[src/rtl/memory_access_sequencer_pkg.sv]
// Shared core types: controller memory modes and the data-side sequencer states.
package JZJCoreFTypes;

    typedef enum logic [1:0] {
        LOAD          = 2'b00,
        STORE_PRELOAD = 2'b01,
        STORE         = 2'b10
    } MemoryMode_t;

    typedef enum logic [1:0] {
        IDLE    = 2'b00,
        WRITE   = 2'b01,
        RESPOND = 2'b10
    } MemSeqState_t;

endpackage

[src/rtl/memory_access_sequencer_error_counter.sv]
// Saturating count of rejected requests plus a sticky flag; both clear only on reset.
module saturating_error_counter #(
    parameter int WIDTH = 16
) (
    input  logic             clock,
    input  logic             reset,
    input  logic             incEnable,
    output logic [WIDTH-1:0] count,
    output logic             sticky
);

    always_ff @(posedge clock or negedge reset) begin
        if (!reset) begin
            count  <= '0;
            sticky <= 1'b0;
        end else if (incEnable) begin
            sticky <= 1'b1;
            if (count != {WIDTH{1'b1}}) begin
                count <= count + WIDTH'(1);
            end
        end
    end

endmodule

[src/rtl/memory_access_sequencer.sv]
// Data-side load/store sequencer in front of MemoryController: enforces the
// STORE_PRELOAD -> STORE pair, drops the write on controller errors, pulses a response.
module memory_access_sequencer
    import JZJCoreFTypes::*;
#(
    parameter int ERR_COUNT_WIDTH = 16
) (
    input  logic                       clock,
    input  logic                       reset,
    input  logic                       reqValid,
    input  logic                       reqStore,
    input  logic [2:0]                 reqFunct3,
    output logic                       reqReady,
    output logic                       respValid,
    output logic                       respError,
    output logic                       busy,
    output MemoryMode_t                memoryMode,
    output logic [2:0]                 funct3,
    input  logic                       memoryUnalignedAccess,
    input  logic                       memoryBadFunct3,
    output logic                       stickyError,
    output logic [ERR_COUNT_WIDTH-1:0] errorCount
);

    MemSeqState_t state;
    logic [2:0]   funct3Latched;
    logic         errLatched;
    logic         acceptErr;

    assign acceptErr = memoryUnalignedAccess | memoryBadFunct3;

    always_ff @(posedge clock or negedge reset) begin
        if (!reset) begin
            state      <= IDLE;
            errLatched <= 1'b0;
        end else begin
            case (state)
                IDLE: begin
                    if (reqValid) begin
                        errLatched <= acceptErr;
                        // An erroring store skips WRITE entirely so no STORE is ever issued
                        state      <= (reqStore && !acceptErr) ? WRITE : RESPOND;
                    end
                end
                WRITE:   state <= RESPOND;
                RESPOND: state <= IDLE;
                default: state <= IDLE;
            endcase
        end
    end

    // funct3 is pure data and only observed once latched, so it carries no reset
    always_ff @(posedge clock) begin
        if (state == IDLE && reqValid) begin
            funct3Latched <= reqFunct3;
        end
    end

    // Decoded straight from state so that reset pulls memoryMode out of STORE at once
    always_comb begin
        reqReady   = 1'b0;
        respValid  = 1'b0;
        respError  = 1'b0;
        busy       = 1'b1;
        memoryMode = LOAD;
        funct3     = funct3Latched;
        case (state)
            IDLE: begin
                reqReady   = 1'b1;
                busy       = 1'b0;
                memoryMode = (reqValid && reqStore) ? STORE_PRELOAD : LOAD;
                funct3     = reqFunct3;
            end
            WRITE: begin
                memoryMode = STORE;
            end
            RESPOND: begin
                respValid = 1'b1;
                respError = errLatched;
            end
            default: ;
        endcase
    end

    saturating_error_counter #(
        .WIDTH(ERR_COUNT_WIDTH)
    ) errorCounter (
        .clock    (clock),
        .reset    (reset),
        .incEnable(state == RESPOND && errLatched),
        .count    (errorCount),
        .sticky   (stickyError)
    );

endmodule

[config.mk]
export PLATFORM = sky130hd
export DESIGN_NAME = memory_access_sequencer
export DESIGN_NICKNAME = d
export VERILOG_FILES = /design/src/rtl/memory_access_sequencer_pkg.sv /design/src/rtl/memory_access_sequencer_error_counter.sv /design/src/rtl/memory_access_sequencer.sv
export SDC_FILE = /design/constraint.sdc
export NUM_CORES = 1
export LEC_CHECK = 0
export BUFFER_PORTS_ARGS = -buffer_cell sky130_fd_sc_hd__clkbuf_2
export CAP_MARGIN = 10
export CORE_MARGIN = 2
export CORE_UTILIZATION = 45
export CTS_BUF_LIST = sky130_fd_sc_hd__clkbuf_16
export DETAILED_ROUTE_END_ITERATION = 6
export PLACE_DENSITY_LB_ADDON = 0.3
export SETUP_SLACK_MARGIN = 0.2
export SLEW_MARGIN = 20
export SYNTH_ARGS = -nofsm -noshare
export SYNTH_HDL_FRONTEND = slang
export SYNTH_HIERARCHICAL = 1
export SYNTH_SLANG_ARGS = --single-unit
export TNS_END_PERCENT = 20
[constraint.sdc]
create_clock -name clock -period 1.79 [get_ports clock]
set_clock_uncertainty 0.1 [all_clocks]
set_input_delay 0.2685 -clock clock [delete_from_list [all_inputs] [get_ports clock]]
set_output_delay 0.2685 -clock clock [all_outputs]
set_load 0.01 [all_outputs]
**After elaboration in Yosys (flattened, before gate mapping)**

Cells that the tools add are included.

- Reductions and logical operators: 8
- $add $sub $neg: 1
- Bitwise operators: 1
- Multiplexer cells: 10
- Equality and inequality tests: 4

Operators with widths:

| cell | number |
|---|---|
| 16-bit by 1-bit adder with 16-bit output (second input constant) | 1 |
| 16-bit inequality test (second input constant) | 1 |
| 2-bit one-hot mux with 2 select lines | 2 |
| 1-bit 2-to-1 mux | 5 |
| 1-bit logical AND | 4 |
| 2-bit 2-to-1 mux | 2 |
| 2-bit AND reduction | 2 |
| 3-bit 2-to-1 mux | 1 |
| 2-bit by 1-bit equality test with 1-bit output (second input constant) | 1 |
| 2-bit equality test (second input constant) | 1 |
| 2-bit zero test | 1 |
| 2-bit inequality test (second input constant) | 1 |
| 1-bit zero test | 1 |
| 1-bit bitwise OR | 1 |

- Input bits: 9
- Word-level logic and storage cells: 29
- Output and inout bits: 26
- Flip-flop bits (word level): 23

**Longest topological paths before layout**

- Depth after elaboration: 6
- Depth in mapped cells: 6
- Gate-level depth less buffers: 6

**Modules after synthesis**

Netlist, hierarchy kept.

Modules (own cells, without submodules):

| module | sequential area each (um^2) | area an instance (um^2) | instances | cells each |
|---|---|---|---|---|
| saturating_error_counter | 425.4 | 867.1 | 1 | 77 |
| memory_access_sequencer | 165.2 | 304.0 | 1 | 23 |

**Worst setup path after synthesis**

Ideal clock, no wire load.

- Kind: register to register
- From: register state[1]
- To: register errorCounter.count[9]
- Buffers on the path: 0
- Slack: -0.085 ns
- Data required time: 1.611 ns
- Stages on the path, launching flop included: 7
- Arrival: 1.696 ns
- Clock period less this slack: 1.875 ns
- Library setup time: 0.079 ns
- Cell sequence: dfrtp_1 nor2b_2 and2_1 and3_2 nand2_1 nor4b_2 xor2_1

- Cells in the longest elaborated chain, start to end: 3

RTL lines:

| item | line | text |
|---|---|---|
| start, declared | memory_access_sequencer.sv:25 | `MemSeqState_t state;` |
| start signal, assigned | memory_access_sequencer.sv:42 | `state <= (reqStore && !acceptErr) ? WRITE : RESPOND;` |
| 2-bit equality test | memory_access_sequencer.sv:90 | `.incEnable(state == RESPOND && errLatched),` |
| 1-bit logical AND | memory_access_sequencer.sv:90 |  |
| 2-bit AND reduction (no line) | -- |  |
| end signal, assigned | memory_access_sequencer_error_counter.sv:19 | `count <= count + WIDTH'(1);` |
| end, declared | memory_access_sequencer_error_counter.sv:8 | `output logic [WIDTH-1:0] count,` |

Every way passes these cells.
A chain may end at the register's enable or synchronous reset.

**Final worst setup path**

- From: register state[1]
- To: output funct3[2]

- Cells in the longest elaborated chain, start to end: 2

RTL lines:

| item | line | text |
|---|---|---|
| 2-bit zero test | memory_access_sequencer.sv:67 | `case (state)` |
| 3-bit 2-to-1 mux | memory_access_sequencer.sv:67 |  |
| end, declared | memory_access_sequencer.sv:18 | `output logic [2:0] funct3,` |

Every way passes these cells.

==> reports/metrics.csv <==
stage,metric,value,unit
place,hpwl,1820,um
critical_path,critPathMaxFanout,5,
logic_synthesis,syn_area_per_cell,11.71,sq um
routing,vias,987,
routing,ant_nets,0,
grt,globalRouteOverflowTotal,0,
cells_and_area,antenna_cells,0,
cts,clk_pin_slew,60,ps
grt,grt_pass1_wl,3843,um
routing,routedWlPerCell,14.32,um
grt,use_met3,0.02419,
critical_path,slowest_delay,390,ps
logic_synthesis,seq_area_frac_synth,0.5043,
cells_and_area,nFillCells,194,
floorplan,fp.dieH,55.02,um
cts,clock-sinks,23,
critical_path,criticalPathCategory,flip-flop to output port,
sta,hold_violations,0,
logic_synthesis,yosysUniqueCellTypes,35,
critical_path,cp_common_cell,buf_6,
grt,grt_max_degree,21,
logic_synthesis,netlist_area,1171,sq um
grt,grt.busiest_layer,met2,
routing,dr.pass1.iters,4,
cts,htree_num_levels,1,
cts,clock_latency,250,ps
sta,min_period_over_period,0.9905,
sta,rsz0062_at_grt,true,
floorplan,dieArea,3027,sq um
grt,antenna_found_initial,0,
routing,viasPerCell,5.393,
cells_and_area,syn2layout_area_growth,43.48,%
floorplan,core_region_area,2477,sq um
place,post-place-ws,71.61,ps
grt,met1_usage,0.2131,
grt,grtUsageMet2,0.3214,
critical_path,worstPathRequired,1420,ps
cells_and_area,drive_gt1_frac,0.5425,
critical_path,crit_slowest_cell,dfrtp_1,
critical_path,cp_cell_sequence,buf_6 -> nor2_4 -> mux2_4 -> buf_6,
floorplan,die_w,55.02,um
hold_path,hp-class,primary input to flip-flop,
flow_run,maxCapViolCount,0,
logic_synthesis,synth_seq_cells,23,
sta,slew_violations,0,
floorplan,start_util,0.4727,
grt,grt.total_usage,0.1821,
power_and_ir_drop,p_per_area,993.5,nW/um^2
critical_path,reg2reg_slack,80,ps
cells_and_area,postLayoutCellArea,1680,sq um
routing,drt_wl_total,2620,um
grt,grt_pass1_vias,869,
logic_synthesis,ys_warn_count,6,
outcome,status,"complete, no violations",
logic_synthesis,syn_inst,100,
power_and_ir_drop,p_leak,0.8296,nW
critical_path,crit_arrival,1400,ps
sta,tightest_slew,517.1,ps
cts,root_buffer,clkbuf_16,
critical_path,crit_path_start_kind,flip-flop,
cts,cts_tree,yes,
sta,setup_violations,0,
power_and_ir_drop,peakVddDrop,905.4,uV
routing,drc,0,
critical_path,cp-end-kind,output port,
cells_and_area,nets,164,
sta,fmax,0.5640,GHz
sta,period_needed,1773,ps
cts,clock_path_buffers,2,
sta,slew_headroom,0.6552,
place,place_congestion,0.8513,
floorplan,pin_count,35,
place,dpl_cell_area,1438,sq um
cts,cts_buffers,3,
power_and_ir_drop,power.total,0.001669,W
logic_synthesis,syn_nets,110,
sta,fin_ws,16.94,ps
sta,whs,108.3,ps
floorplan,rows,18,
place,io_buffers,34,
sta,finalSetupTns,0,ps
routing,dr.first_iter.drc_count,16,
-- synth_stat cells (all sizes together) --
cell type | number | area (sq um)
nor3 | 1 | 5.000
mux2 | 6 | 78.82
a31oi | 1 | 6.260
and2 | 5 | 35.03
inv | 4 | 15.01
a311oi | 1 | 8.760
nand2 | 7 | 26.28
nand3 | 6 | 35.03
or2 | 2 | 12.52
nor4 | 2 | 27.53
and4 | 4 | 37.54
mux2i | 1 | 10.01
xnor2 | 5 | 43.79
and3 | 5 | 33.78
nand3b | 1 | 7.510
dfrtp | 20 | 500.5
ha | 1 | 12.51
a21oi | 5 | 25.02
xor2 | 4 | 35.03
nor2b | 1 | 8.760
nor4b | 1 | 15.01
a211oi | 2 | 25.02
nand4 | 4 | 25.02
a41oi | 1 | 8.760
nor3b | 1 | 12.51
edfxtp | 3 | 90.09
nor2 | 6 | 30.03
-- timing repair --
item	in CTS	in global routing
hold endpoints to repair	20	0
setup endpoints to repair	10	17
gates resized for setup	1	23
pin swaps	1	11
buffers inserted	2	8
gates cloned	0	0
hold buffers	1	0
-- kinds of logic after synthesis --
group	Yosys count	synth area share
adders and majority gates	1	0.01068
DFF	23	0.5043
xor gates and xnor gates	9	0.06730
buffers and inverters	4	0.01282
and+or+nand+nor	46	0.2660
muxes	7	0.07585
AOI/OAI and AO/OA	10	0.06303
-- through the flow --
stage            util  instances
2_1_floorplan       -        100
3_5_place_dp   0.5803        168
4_1_cts        0.6242        175
3_3_place_gp   0.5803        168
6_report       0.6783        183
5_1_grt        0.6783        183
-- cell usage in the layout (no fill, tap or decap), types with 5 or more instances in the layout --
master,instances
mux2_4,5
buf_4,11
a21oi_1,5
nand2_1,5
xnor2_1,5
dfrtp_1,17
clkbuf_2,31
nor2_1,5
buf_6,6
nand3_1,5
-- critical path, delay by kind of cell, from the launching register on --
family / cells / cell delay, ps
and+or+nand+nor: 1 / 180
muxes: 1 / 330
DFF: 1 / 390
buffers and inverters: 2 / 260
-- metal layers --
layer | routed length [um] | vias up
li1 | - | 475
met1 | 1163 | 484
met2 | 1304 | 24
met3 | 102 | 4
met4 | 51 | 0
met5 | 0 | -
-- state kept, by name (all words and copies together) (netlist names) --
name,cells
errLatched,1
errorCounter/count,16
errorCounter/sticky,1
funct3Latched,3
state,2
-- final cells by class --
type,instances,area (sq um),area share
inverter,4,15.01,0.008935
timing repair buffer,49,315.3,0.1876
multi-input combinational,73,638.1,0.3797
clock inverter,1,5.005,0.002978
tap,30,37.54,0.02234
clock buffer,3,75.07,0.04468
sequential,23,594.3,0.3537
-- worst paths after layout --
path / to / start / cells after the start
setup / recovery: funct3[2] / state[1]$_DFFE_PN0P_ / 4
hold / removal: funct3Latched[1]$_DFFE_PP_ / reqFunct3[1] / 1
setup reg to reg: errorCounter/count[12]$_DFFE_PN0P_ / state[0]$_DFFE_PN0P_ / 6
hold reg to reg: errorCounter/sticky$_DFFE_PN0P_ / errorCounter/sticky$_DFFE_PN0P_ / 1
max in group asynchronous: errorCounter/count[0]$_DFFE_PN0P_ / reset / 2
min in group asynchronous: errorCounter/count[9]$_DFFE_PN0P_ / reset / 2
-- report_power, final --
part,total [W],internal [W],switching (W)
Sequential,0.000688,0.000612,0.0000760
Clock,0.000477,0.000300,0.000176
Combinational,0.000505,0.000274,0.000231
Power figures use the tool's default switching activity.
